<file path="src/rtl/matrix_txpiectrl.sv">
// TX frame sequencer ahead of the PIE encoder: sends a preamble or frame-sync
// header, then shifts command bits MSB-first through the data-symbol handshake.
module matrix_txpiectrl #(
  parameter int                DATA_W   = 64,
  parameter int                CNT_W    = 7,
  parameter int                WDOG_W   = 20,
  parameter logic [WDOG_W-1:0] WDOG_MAX = 20'hFFFFF
) (
  input  logic              Clk,
  input  logic              Reset,
  input  logic              tx_Start,
  input  logic              tx_Abort,
  input  logic              tx_UsePreamble,
  input  logic [CNT_W-1:0]  tx_BitCount,
  input  logic [DATA_W-1:0] tx_Data,
  output logic              p_PreambleLoad,
  output logic              p_PreambleStart,
  input  logic              p_PreambleDone,
  output logic              p_FrameSyncLoad,
  output logic              p_FrameSyncStart,
  input  logic              p_FrameSyncDone,
  output logic              tx_LoadPIE,
  output logic              tx_StartPIE,
  output logic              tx_ShiftOut,
  input  logic              tx_ShiftNextBitToPIE,
  output logic              tx_Busy,
  output logic              tx_Done,
  output logic              tx_Error
);

  typedef enum logic [2:0] {
    S_IDLE, S_HDR_LOAD, S_HDR_RUN, S_BIT_LOAD, S_BIT_RUN, S_FINISH
  } state_t;

  state_t              r_state;
  logic [DATA_W-1:0]   r_sreg;
  logic                r_hdr_pre;
  logic [CNT_W-1:0]    r_bits_left;
  logic [WDOG_W-1:0]   r_wdog;

  state_t              w_state_nxt;
  logic [DATA_W-1:0]   w_sreg_nxt;
  logic                w_hdr_pre_nxt;
  logic [CNT_W-1:0]    w_bits_nxt;
  logic [CNT_W-1:0]    w_bits_dec;
  logic [CNT_W-1:0]    w_bits_clamp;
  logic [WDOG_W-1:0]   w_wdog_nxt;
  logic [WDOG_W-1:0]   w_wdog_inc;
  logic                w_wdog_exp;
  logic                w_hdr_done;
  logic                w_err_nxt;

  always_comb begin
    w_state_nxt   = r_state;
    w_sreg_nxt    = r_sreg;
    w_hdr_pre_nxt = r_hdr_pre;
    w_bits_nxt    = r_bits_left;
    w_wdog_nxt    = r_wdog;
    w_err_nxt     = 1'b0;
    w_wdog_inc    = r_wdog + WDOG_W'(1);
    w_wdog_exp    = (w_wdog_inc == WDOG_MAX);
    w_hdr_done    = r_hdr_pre ? p_PreambleDone : p_FrameSyncDone;
    w_bits_dec    = r_bits_left - CNT_W'(1);
    w_bits_clamp  = (tx_BitCount > CNT_W'(DATA_W)) ? CNT_W'(DATA_W) : tx_BitCount;

    // Abort overrides every transition and leaves the shift register untouched
    if (tx_Abort) begin
      w_state_nxt = S_IDLE;
    end else begin
      unique case (r_state)
        S_IDLE: begin
          if (tx_Start) begin
            w_sreg_nxt    = tx_Data;
            w_hdr_pre_nxt = tx_UsePreamble;
            w_bits_nxt    = w_bits_clamp;
            w_state_nxt   = S_HDR_LOAD;
          end
        end
        S_HDR_LOAD: begin
          w_wdog_nxt  = '0;
          w_state_nxt = S_HDR_RUN;
        end
        S_HDR_RUN: begin
          w_wdog_nxt = w_wdog_inc;
          if (w_hdr_done) begin
            w_state_nxt = (r_bits_left == '0) ? S_FINISH : S_BIT_LOAD;
          end else if (w_wdog_exp) begin
            w_state_nxt = S_IDLE;
            w_err_nxt   = 1'b1;
          end
        end
        S_BIT_LOAD: begin
          w_wdog_nxt  = '0;
          w_state_nxt = S_BIT_RUN;
        end
        S_BIT_RUN: begin
          w_wdog_nxt = w_wdog_inc;
          if (tx_ShiftNextBitToPIE) begin
            w_sreg_nxt  = {r_sreg[DATA_W-2:0], 1'b0};
            w_bits_nxt  = w_bits_dec;
            w_state_nxt = (w_bits_dec == '0) ? S_FINISH : S_BIT_LOAD;
          end else if (w_wdog_exp) begin
            w_state_nxt = S_IDLE;
            w_err_nxt   = 1'b1;
          end
        end
        S_FINISH: w_state_nxt = S_IDLE;
        default:  w_state_nxt = S_IDLE;
      endcase
    end
  end

  // Control state and outputs: outputs are decoded from the next state so they are registered
  always_ff @(posedge Clk or posedge Reset) begin
    if (Reset) begin
      r_state          <= S_IDLE;
      r_hdr_pre        <= 1'b0;
      r_bits_left      <= '0;
      r_wdog           <= '0;
      p_PreambleLoad   <= 1'b0;
      p_PreambleStart  <= 1'b0;
      p_FrameSyncLoad  <= 1'b0;
      p_FrameSyncStart <= 1'b0;
      tx_LoadPIE       <= 1'b0;
      tx_StartPIE      <= 1'b0;
      tx_ShiftOut      <= 1'b0;
      tx_Busy          <= 1'b0;
      tx_Done          <= 1'b0;
      tx_Error         <= 1'b0;
    end else begin
      r_state          <= w_state_nxt;
      r_hdr_pre        <= w_hdr_pre_nxt;
      r_bits_left      <= w_bits_nxt;
      r_wdog           <= w_wdog_nxt;
      p_PreambleLoad   <= (w_state_nxt == S_HDR_LOAD) &&  w_hdr_pre_nxt;
      p_FrameSyncLoad  <= (w_state_nxt == S_HDR_LOAD) && !w_hdr_pre_nxt;
      p_PreambleStart  <= (w_state_nxt == S_HDR_RUN)  &&  w_hdr_pre_nxt;
      p_FrameSyncStart <= (w_state_nxt == S_HDR_RUN)  && !w_hdr_pre_nxt;
      tx_LoadPIE       <= (w_state_nxt == S_BIT_LOAD);
      tx_StartPIE      <= (w_state_nxt == S_BIT_LOAD) || (w_state_nxt == S_BIT_RUN);
      tx_ShiftOut      <= ((w_state_nxt == S_BIT_LOAD) || (w_state_nxt == S_BIT_RUN)) &&
                          w_sreg_nxt[DATA_W-1];
      tx_Busy          <= (w_state_nxt != S_IDLE);
      tx_Done          <= (w_state_nxt == S_FINISH);
      tx_Error         <= w_err_nxt;
    end
  end

  // Command data path carries no reset; it is always loaded before use
  always_ff @(posedge Clk) begin
    r_sreg <= w_sreg_nxt;
  end

endmodule

</file>
<file path="config.mk">
export PLATFORM = sky130hd
export DESIGN_NAME = matrix_txpiectrl
export DESIGN_NICKNAME = d
export VERILOG_FILES = /design/src/rtl/matrix_txpiectrl.sv
export SDC_FILE = /design/constraint.sdc
export NUM_CORES = 1
export LEC_CHECK = 0
export CAP_MARGIN = 30
export CORE_ASPECT_RATIO = 0.6
export CORE_MARGIN = 5
export CORE_UTILIZATION = 34
export CTS_CLUSTER_DIAMETER = 50
export DETAILED_ROUTE_END_ITERATION = 10
export GPL_ROUTABILITY_DRIVEN = 0
export PLACE_DENSITY = 0.62
export SLEW_MARGIN = 20
export SYNTH_ARGS = -nofsm -noshare
export SYNTH_HDL_FRONTEND = slang
export SYNTH_SLANG_ARGS = --single-unit
</file>
<file path="constraint.sdc">
create_clock -name Clk -period 2.99 [get_ports Clk]
set_input_delay 0.598 -clock Clk [delete_from_list [all_inputs] [get_ports Clk]]
set_output_delay 0.598 -clock Clk [all_outputs]
set_load 0.02 [all_outputs]
</file>
==> Word level (Yosys, flattened, before mapping) <==
Cells that the tools add are included.
{ "totals": {"register_bits": 105, "latch_bits": 0, "ram_bits": 0, "rom_bits": 0, "input_bits": 79, "out_inout_bits": 10, "memories": 0} }
{ "op_classes": {"n_addsub": 2, "mul": 0, "n_div": 0, "n_lt_le_gt_ge": 1, "eq_ne": 12, "shifts": 0, "muxes": 26, "bitwise_logic": 1, "reduce_logical": 17} }
{ "ops": {"columns": ["op", "n"], "rows": [
  ["2-to-1 mux 64 bit", 3],
  ["case mux 64 bit (2 select lines)", 1],
  ["case mux 20 bit (2 select lines)", 1],
  ["2-to-1 mux 3 bit", 7],
  ["2-to-1 mux 7 bit", 3],
  ["adder 20 x 1 -> 20 bit, second input constant", 1],
  ["== test 20 bit, second input constant", 1],
  ["case mux 3 bit (5 select lines)", 1],
  ["logical NOT 7 bit", 2],
  ["case mux 7 bit (2 select lines)", 1],
  ["== test 3 x 2 -> 1 bit, second input constant", 4],
  ["== test 3 bit, second input constant", 3],
  ["2-to-1 mux 1 bit", 8],
  ["greater-than comparator 7 bit, second input constant", 1],
  ["subtractor 7 x 1 -> 7 bit, second input constant", 1],
  ["== test 3 x 1 -> 1 bit, second input constant", 2],
  ["logical AND 1 bit", 5],
  ["!= test 2 bit, second input constant", 2],
  ["AND reduction 4 bit", 1],
  ["nonzero test 2 bit", 2],
  ["OR reduction 2 bit", 2],
  ["logical NOT 3 bit", 1],
  ["nonzero test 3 bit", 1],
  ["case mux 1 bit (2 select lines)", 1],
  ["other kinds (4)", 4]
]} }

==> Logic depth before layout (Yosys ltp) <==
{ "logic_depth": {"ltp_word": 9, "ltp_mapped": 9, "ltp_nobuf": 8} }

==> Least setup slack after synthesis <==
Ideal clock, no wire load.
{ "synth_timing": {"path_type": "input-to-reg", "from": "in tx_Start", "to": "reg r_bits_left[6]", "setup_time_ns": 0.132, "arrival_time_ns": 2.512, "setup_slack_ns": 0.347, "path_stages": 8, "n_path_buf": 1, "cell_sequence": "nor2b_1 -> a21oi_1 -> or4_1 -> clkbuf_1 -> inv_2 -> o21ai_0 -> nand2_1 -> o21ai_1"} }
{ "synth_between": {"elab_chain_len": 2} }
{ "synth_lines": {"columns": ["element", "line_no", "source"], "rows": [
  ["start, declared", "11", "input logic tx_Start,"],
  ["!= test 2 bit (no line)", null, null],
  ["AND reduction 4 bit (no line)", null, null],
  ["end signal, assigned", "133", "r_bits_left <= w_bits_nxt;"],
  ["end, declared", "38", "logic [CNT_W-1:0] r_bits_left;"]
]} }
Every way passes these cells.
A chain may end at the register's enable or synchronous reset.

==> Final worst setup path <==
{ "layout_timing": {"from": "reg r_wdog[0]", "to": "reg tx_ShiftOut"} }
{ "layout_between": {"elab_chain_len": 9, "elab_cells_between_ends": 11} }
{ "layout_lines": {"columns": ["element", "line_no", "source"], "rows": [
  ["start, declared", "39", "logic [WDOG_W-1:0] r_wdog;"],
  ["start signal, assigned", "134", "r_wdog <= w_wdog_nxt;"],
  ["adder 20 x 1 -> 20 bit (*)", "60", "w_wdog_inc = r_wdog + WDOG_W'(1);"],
  ["== test 20 bit (*)", "61", "w_wdog_exp = (w_wdog_inc == WDOG_MAX);"],
  ["2-to-1 mux 3 bit (*)", "87, 102", null],
  ["2-to-1 mux 3 bit, on equally long branches", "98, 85", null],
  ["case mux 3 bit (5 select lines) (*)", "70", "unique case (r_state)"],
  ["2-to-1 mux 3 bit (*)", "67", "if (tx_Abort) begin"],
  ["== test 3 x 2 -> 1 bit / == test 3 bit (equally long branches)", "141", "tx_ShiftOut <= ((w_state_nxt == S_BIT_LOAD) || (w_state_nxt == S_BIT_RUN)) &&"],
  ["logical OR 1 bit (*)", "141", null],
  ["logical AND 1 bit (*)", "141", null],
  ["end signal, assigned", "141", null],
  ["end, declared", "24", "output logic tx_ShiftOut,"]
]} }
Mark *: on every way between the ends. The rest lies on a longest branch, timed or not.

==> summary by stage <==
Status
The run finished with clean final reports.

Setup path
The startpoint identified for the worst register-to-register timing path is r_wdog[0]$_DFFE_PP0P_. The worst setup slack for register-to-register paths is 200 ps. The critical setup path kind is flop to flop.

The combined buffer and inverter count along the critical path is 0. Measured in cells, the most critical reg-to-reg path has a length of 8. The family with the most delay on the worst path is simple AND/OR/NAND/NOR gates. Among all stages on the critical path, the largest delay is contributed by or4_4. At the worst endpoint, the required time is 3200 ps. Traced cell by cell, the critical path runs through ha_1 -> and4_1 -> nand3_4 -> or3_1 -> and2_1 -> or4_4 -> o22ai_4 -> o22ai_1. The critical path crosses 8 cells after its start point. STA classifies the critical path endpoint as a flop. The endpoint identified for the worst register-to-register timing path is tx_ShiftOut$_DFF_PP0_.

Along the worst path, the maximum fanout reaches 7. For this run, the slowest stage of the critical path takes 520 ps. The critical path data arrival time is 3000 ps. The most critical setup path has its endpoint at tx_ShiftOut$_DFF_PP0_. The most critical setup path has its startpoint at r_wdog[0]$_DFFE_PP0P_. The worst setup path is launched from a flop.

Final layout
The post-route netlist has 6.705% of its cells at a drive strength greater than 1. Compared with the post-synthesis result, the final layout area differs by 28.30%. The number of standard cells in the final layout excluding fillers is 720. The antenna diode count is 0. The post-route standard cell area excluding fillers is 0.006477 mm^2. The net count of the finished layout is 601.

Floorplan
For this design the top-level I/O count stands at 89. The total die area is 0.01747 mm^2. The floorplan has 34 rows.

Measured along the x axis, the die boundary spans 167.3 um. In this run the vertical extent of the chip is 104.4 um. The floorplan step defined a core boundary enclosing 0.01451 mm^2. The effective utilization at floorplan is 34.80%.

Global route
The busiest layer in global routing is met1. The total global-route track usage is 14.39%. For this run the aggregate overflow at the end of global routing stands at 0. Global routing consumed, on the met2 layer, 19.67% of the routing resources. The via count of the first global-routing pass is 3624. The number of antenna violations at the first check in global routing came to 0. The wire length of the first global-routing pass is 20150 um.

Entering global routing, the biggest net connects 63 pins. Global routing consumed, on the met1 layer, 23.02% of the routing resources. The met3 capacity usage during global routing is 3.114%.

Pwr
IR analysis of the VDD net gives a maximum drop of 0.0002869 V. In this run the power density over the cells is 552.0 mW/mm^2. The post-route total power is 3.576 mW. The power share of the clock group is 33.4%.

Combinational logic burns 16.9% of the power. The internal portion of the total power is 2.597 mW. The net load switching power is 0.9789 mW. The proportion of power drawn by flip-flops and latches is 49.7%. The analysis attributes to cell leakage a power of 2.419 nW. Of the total power, the share spent switching nets is 27.38%.

Route
The number of violations reported at the end of detailed-routing iteration 0 is 451. The per-cell routed wire length is 17.57 um. The count of nets left with antenna violations once routing finished came out at 0. In the routed design, unresolved DRC markers number 0. Using the TritonRoute via totals, the vias-per-cell ratio works out to 5.425. After detailed routing, the total wire length is 12650 um. The total vias in the final route is 3906. The first detailed-routing pass ran for 5 iterations.

Placed design
The count of buffers from port buffering is 88. The number of cells in the design after placement is 704. The total half-perimeter wirelength after legalization and detailed placement is 9220 um. The placed standard-cell area is 0.006171 mm^2.

Timing
The number of hold-slack violations in the final timing report is 0. The setup-violating endpoint count in the final report is 0. Setup repair after global routing left no endpoint under its margin. The pin slew with the least headroom to its limit is 857.3 ps. The clock period minus worst slack is 2793 ps. Timing would allow up to 0.3581 GHz. The clock skew is 13.69 ps.

In the finished design, the share of the clock period the worst path needs comes to 93.40%. The number of max-slew violations in the final report came to 0. The headroom to the max-slew limit is 42.85%.

The final total negative setup slack is 0 ps.

CTS
The number of H-tree levels is 3. The number of hold buffers added after CTS was 0. TritonCTS built the clock tree. The deepest clock path buffer count is 2. The count of clock tree sinks is 105.

CTS placed an instance of clkbuf_16 at the clock tree root. TritonCTS created 9 clock buffers. At the later pin of the worst-skew pair, clock insertion delay measures 350 ps. After clock tree synthesis, the clock-pin slew on the worst setup and hold paths is 80 ps. The number of gates resized after CTS was 0. The number of setup buffers added after CTS is 0.

Synthesis
After technology mapping, the gate count stands at 439. The total number of yosys warnings is 0. The number of different library cells used by synthesis comes to 56.

The flip-flop and latch count after synthesis is 105. In the synthesized netlist the dominant register cell turns out to be edfxtp_1. The post-synthesis net count is 523. A synthesized cell averages 11.50 um^2. The post-synthesis instance area is 0.005049 mm^2. After synthesis, flip-flops and latches occupy 58.19% of the total area. The proportion of synthesized flip-flops having asynchronous set or reset is 39.05%. The count of flip-flops with a built-in enable after synthesis is 63.

Hold path
The worst min-delay path category is flop to flop. The number of cells traversed by the worst hold path is 2. In this run the most critical hold path is launched from r_bits_left[6]$_DFFE_PP0P_.

Run
The tool flagged a number of max-cap violations equal to 0.
## worst min-delay path by stage
stage	to
2_1_floorplan	r_wdog[19]$_DFFE_PP0P_
3_3_place_gp	r_wdog[19]$_DFFE_PP0P_
3_5_place_dp	r_bits_left[6]$_DFFE_PP0P_
4_1_cts	r_bits_left[6]$_DFFE_PP0P_
5_1_grt	r_wdog[19]$_DFFE_PP0P_
6_report	r_bits_left[6]$_DFFE_PP0P_
## per-layer routing
| layer | share of wire, % | routed length [um] |
|---|---|---|
| met5 | 0 | 0 |
| met4 | 0.77 | 97 |
| met3 | 5.1 | 651 |
| met2 | 43 | 5385 |
| met1 | 52 | 6517 |
## area by class of cell
| type | instances | area (um^2) |
|---|---|---|
| clock buffer | 10 | 239.0 |
| clock inverter | 6 | 67.56 |
| fill | 1305 | 8029 |
| inverter | 13 | 48.80 |
| multi-input combinational | 290 | 1931 |
| sequential | 105 | 2938 |
| tap | 198 | 247.7 |
| timing repair buffer | 98 | 1006 |
## registers in the layout, indices dropped and copies added (netlist names)
name,flops
r_state,3
p_PreambleLoad,1
r_bits_left,7
tx_Busy,1
p_FrameSyncLoad,1
r_sreg,64
p_PreambleStart,1
tx_LoadPIE,1
p_FrameSyncStart,1
tx_Error,1
r_wdog,20
tx_ShiftOut,1
tx_Done,1
r_hdr_pre,1
tx_StartPIE,1
## stage by stage
step	utilization, %	hold WS [ps]	setup WS (ps)
4_1_cts	44.65	502.2	198.2
5_1_grt	44.65	527.2	14.19
3_5_place_dp	42.54	487.6	220.4
3_3_place_gp	42.54	470.4	316.3
6_report	44.65	501.4	197.3
2_1_floorplan	-	444.7	346.5
## cell families (layout without fill, tap and decap cells)
| group | after synthesis | in the layout | share of synthesized area [%] |
|---|---|---|---|
| xor+xnor | 10 | 10 | 1.735 |
| buf+inv | 44 | 127 | 3.618 |
| simple gates | 121 | 121 | 12.89 |
| mux | 2 | 2 | 0.4213 |
| compound gates | 152 | 152 | 21.91 |
| fa+ha+maj | 5 | 5 | 1.239 |
| flops | 105 | 105 | 58.19 |
## worst register-to-register path: cells and delay by family (launching register included)
kind                       cells  cell delay (ps)
AOI/OAI and AO/OA              2              320
adders and majority gates      1              310
and+or+nand+nor                5             1580
DFF                            1              430
## Yosys cell counts (all sizes together) (2+ instances only)
library cell  count  area [um^2]
a22o             63        551.8
edfxtp           63         1892
dfrtp            41         1026
o21ai            37        185.2
nor2             28        105.1
nand2            23        86.33
clkbuf           22        82.58
nand3            17        97.60
a21oi            13        65.06
inv              13        48.80
nand4            11        68.82
buf               9        51.30
a31oi             8        50.05
and3              8        50.05
nor3              8        40.04
o22ai             8        63.81
and2              7        43.79
o31ai             7        52.55
xnor2             7        61.31
ha                5        62.56
and4              4        35.03
nand2b            4        25.02
o41ai             3        26.28
xor2              3        26.28
a22oi             2        15.01
nor2b             2        12.51
or4               2        18.77
## layout by cell type, fill, tap and decap left out, types with 7 or more instances in the layout
cell type	Yosys	final
dfrtp_1	41	41
a21oi_1	13	13
inv_1	11	11
o21ai_0	36	36
nor3_1	8	8
nor2_1	28	28
a22o_1	63	63
edfxtp_1	63	63
xnor2_1	7	7
nand4_1	11	11
o31ai_1	7	7
clkdlybuf4s50_1	0	88
clkbuf_16	0	9
nand3_1	16	16
a31oi_1	8	8
nand2_1	23	23
o22ai_1	7	7
and3_1	8	7
## power groups by stage
stage          sequential (mW)  combinational (mW)  clock, mW
6_report                  1.78               0.606       1.19
5_1_grt                   1.79               0.672       1.26
4_1_cts                   1.78               0.612       1.21
3_3_place_gp              1.80               0.592          0
3_5_place_dp              1.81               0.607          0
2_1_floorplan             1.79               0.358          0
No activity file was read; power rests on OpenSTA's default activity.
==> patch 1, RTL diff (same settings) <==
Change the parameter `CNT_W` from 7 to 8.
--- a/src/rtl/matrix_txpiectrl.sv
+++ b/src/rtl/matrix_txpiectrl.sv
@@ -4,3 +4,3 @@
   parameter int                DATA_W   = 64,
-  parameter int                CNT_W    = 7,
+  parameter int                CNT_W    = 8,
   parameter int                WDOG_W   = 20,
Ports: changed (resized tx_BitCount); port bits go from 89 to 90. No check against the original RTL was run, so the function may have changed too.
==> patch 1 against the original RTL <==
Synthesized area up 0.82%. Sequential cell count up 1. Setup slack better by 47 ps. Sequential share of layout area down 0.20 points. Total power up 3.4%. Wire length up 1.9%. Cell area up 1.3%. Critical path type unchanged. Largest cell class unchanged.
==> patch 1: results (changes against the original RTL) <==
Max FO, Critical Path: 9 (+2)
initial DRC count: 326 (-28%)
Worst Clk Skew: 10.9 ps (-2.75 ps)
post-synthesis mux area share: 0.418% (-0.0034 points)
most frequent cells after synthesis: edfxtp_1 (63), a22o_1 (62), dfrtp_1 (42)
Placed Area: 6260 um^2 (+1.5%)
Total GRT Usage: 14.6% (+0.19 points)
Lkg Pwr: 2.50 nW (+3.2%)
number of global-route vias before repair: 3699 (+2.1%)
Net Count, Synth: 528 (+0.96%)
Clock transition at path regs: 70 ps
Vias/cell: 5.35 (-1.3%)
status: finished, final reports clean
reg2reg setup slack: 240 ps (+50 ps)
first-pass GRT wire length: 20500 um (+1.8%)
Synth Area in Compound Gates: 22.1% (+0.19 points)
worst-margin pin slew: 641 ps (-216 ps)
dpl hpwl: 9290 um (+0.81%)
M1 GR Usage: 23.1% (+0.043 points)
top flop regs: r_sreg x64, r_wdog x20, r_bits_left x8
largest cells by area after synthesis: edfxtp_1 (37%), dfrtp_1 (21%), a22o_1 (11%)
Synth Area in Adders: 1.23% (-0.010 points)
Filler cells: 1352 (+3.6%)
Diodes inserted: 0 (unchanged)
post-synthesis xor/xnor area fraction: 1.38% (-0.36 points)
CP Data Arrival Time: 2970 ps (-30 ps)
GRT met3 Usage: 3.09% (-0.020 points)
count of different cell masters after synthesis: 59 (+5.4%)
IO Port Bufs: 89 (+1.1%)
post-synthesis sequential area ratio: 58.2% (about the same)
wire per inst: 17.7 um (+0.49%)
largest net degree at the start of global routing: 64 (+1.6%)
WHS Path Cells: 1 (-1)
fraction of registers with async set/reset: 39.6% (+0.58 points)
patch 1: layer usage:
metal  share of wire (%)  up-vias
met5                   0        -
li1                    -     1882
met1                  51     1915
met2                  43      101
met3                 5.2       10
met4                0.95        0
patch 1: critical path, stage by stage (launching register included):
cell and delay (ps):
dfrtp_1 510, ha_1 330, nand3_1 200, nor4_4 220, xnor2_1 230, a2111oi_4 100, a211oi_1 440, o21ai_1 240
nor4b_2 370
patch 1: layout make-up:
class | instances | area, um^2 | area share (%)
clock buffers | 10 | 229 | 3.49
well taps | 198 | 248 | 3.78
multi-input cells | 296 | 2000 | 30.5
flip-flops and latches | 106 | 2960 | 45.2
clock inverters | 6 | 57.6 | 0.877
inverters | 11 | 45.0 | 0.686
repair buffers | 103 | 1020 | 15.6
patch 1: worst paths after layout:
kind                                   end        from
setup / recovery           p_PreambleStart   r_wdog[1]
hold / removal                  r_wdog[19]  r_wdog[19]
setup reg to reg           p_PreambleStart   r_wdog[1]
hold reg to reg                 r_wdog[19]  r_wdog[19]
max in group asynchronous   r_bits_left[7]       Reset
min in group asynchronous       r_wdog[13]       Reset
patch 1: per-stage QoR:
stage / hold WS (ps) / setup WS [ps] / std cells / util [%] / total power [W]
finish: 483 / 245 / 730 / 45.0 / 0.00370
detailed placement: 472 / 144 / 714 / 42.9 / 0.00256
floorplan: 443 / 177 / 443 / - / 0.00225
CTS: 481 / 99.9 / 730 / 44.9 / 0.00372
global route: 488 / 32.4 / 730 / 45.0 / 0.00389
global placement: 466 / 346 / 714 / 42.9 / 0.00253
patch 1: power by group:
| group | total [W] | switching, W | internal (W) | leakage (nW) |
|---|---|---|---|---|
| clock | 0.00116 | 0.000572 | 0.000588 | 0.141 |
| sequential | 0.00182 | 0.000103 | 0.00172 | 1.18 |
| combinational | 0.000717 | 0.000395 | 0.000321 | 1.18 |
==> patch 2, RTL diff (same flow settings) <==
Without the edit above. Register the output `p_FrameSyncLoad` once more, without a reset; this adds one clock of latency there. The other outputs are not delayed to match.
--- a/src/rtl/matrix_txpiectrl.sv
+++ b/src/rtl/matrix_txpiectrl.sv
@@ -33,2 +33,4 @@
   } state_t;
+
+  logic p_FrameSyncLoad_s0;
 
@@ -121,3 +123,3 @@
       p_PreambleStart  <= 1'b0;
-      p_FrameSyncLoad  <= 1'b0;
+      p_FrameSyncLoad_s0 <= 1'b0;
       p_FrameSyncStart <= 1'b0;
@@ -135,3 +137,3 @@
       p_PreambleLoad   <= (w_state_nxt == S_HDR_LOAD) &&  w_hdr_pre_nxt;
-      p_FrameSyncLoad  <= (w_state_nxt == S_HDR_LOAD) && !w_hdr_pre_nxt;
+      p_FrameSyncLoad_s0 <= (w_state_nxt == S_HDR_LOAD) && !w_hdr_pre_nxt;
       p_PreambleStart  <= (w_state_nxt == S_HDR_RUN)  &&  w_hdr_pre_nxt;
@@ -153,2 +155,6 @@
 
+  always_ff @(posedge Clk) begin
+    p_FrameSyncLoad <= p_FrameSyncLoad_s0;
+  end
+
 endmodule
Function: changed (a bounded check fails within 4 cycles, from zero or initial values and one cycle with Reset high).
==> patch 2 against the original RTL <==
Total power decreased by 0.47%. Maximum frequency decreased by 0.55%. Sequential cell count rose by 1. Cell count is 0.56% higher. Setup slack worse by 15 ps. Global-route usage increased by 0.55 points. First-iteration DRC count decreased by 7.8%. Cell area rose by 0.41%. Via count increased by 1.4%. Synthesized cell count grew 0.23%. Wire length up 2.7%. Synthesized area is 0.40% higher. Largest cell class unchanged.
==> patch 2: results (changes against the original RTL) <==
max frequency: 356 MHz (-0.55%)
Synth Area in Adders: 1.23% (-0.0049 points)
initial DRC count: 416 (-7.8%)
CP max stage cell: or4_4
WHS Path Cells: 0 (-2)
share of cells above drive strength 1: 7.22% (+0.52 points)
post-synthesis xor/xnor area fraction: 1.73% (-0.0069 points)
M1 WL: 6720 um (+3.1%)
synthesized instance count: 440 (+0.23%)
CP max stage delay: 530 ps
Filler cells: 1342 (+2.8%)
wire length on met3: 649 um (-0.31%)
largest cells by area after synthesis: edfxtp_1 (37%), dfrtp_1 (20%), a22o_1 (11%)
wire per inst: 17.9 um (+2.1%)
Worst Clk Skew: 9.31 ps (-4.37 ps)
reg2reg setup slack: 180 ps (-20 ps)
Multi-input gate area: 1940 um^2 (+0.26%)
first-pass GRT wire length: 20900 um (+3.9%)
IO Port Bufs: 88 (unchanged)
Placed Area: 6210 um^2 (+0.69%)
number of global-route vias before repair: 3797 (+4.8%)
root buf cell: clkbuf_16
GRT met3 Usage: 3.06% (-0.058 points)
Worst slew margin: 57.7% (+15 points)
dpl cells: 708 (+0.57%)
Synth Area in Compound Gates: 21.8% (-0.087 points)
VDD IR max: 0.286 mV (-0.36%)
post-synthesis sequential area ratio: 58.4% (+0.17 points)
Net Count, Synth: 524 (+0.19%)
Met2 Wirelength: 5440 um (+1.1%)
dpl ws: 198 ps (-22.0 ps)
status: finished, final reports clean
post-synthesis mux area share: 0.420% (-0.0017 points)
Vias/cell: 5.47 (+0.87%)
CP Data Arrival Time: 3020 ps (+20 ps)
dpl hpwl: 9330 um (+1.2%)
Total GRT Usage: 14.9% (+0.55 points)
[patch 2: cell types whose count changed after synthesis, sizes merged]
cell and change:
dfxtp +1
[patch 2: cell type report]
| class | instances | area share (%) |
|---|---|---|
| multi-input combinational | 290 | 29.8 |
| timing repair buffer | 101 | 15.8 |
| clock inverter | 6 | 0.866 |
| sequential | 106 | 45.5 |
| tap | 198 | 3.81 |
| inverter | 13 | 0.750 |
| clock buffer | 10 | 3.52 |
[patch 2: where the power goes]
group          internal [W]  switching (W)
Combinational      0.000297       0.000320
Sequential          0.00170      0.0000885
Clock              0.000586       0.000566
[patch 2: final timing paths]
| check | startpoint | to |
|---|---|---|
| worst max-delay path | r_wdog[0] | tx_StartPIE |
| worst min register to register | p_FrameSyncLoad_s0 | p_FrameSyncLoad |
| max in group asynchronous | Reset | r_wdog[16] |
| min in group asynchronous | Reset | p_FrameSyncLoad_s0 |
| worst min-delay path | p_FrameSyncLoad_s0 | p_FrameSyncLoad |
| worst max register to register | r_wdog[0] | tx_StartPIE |
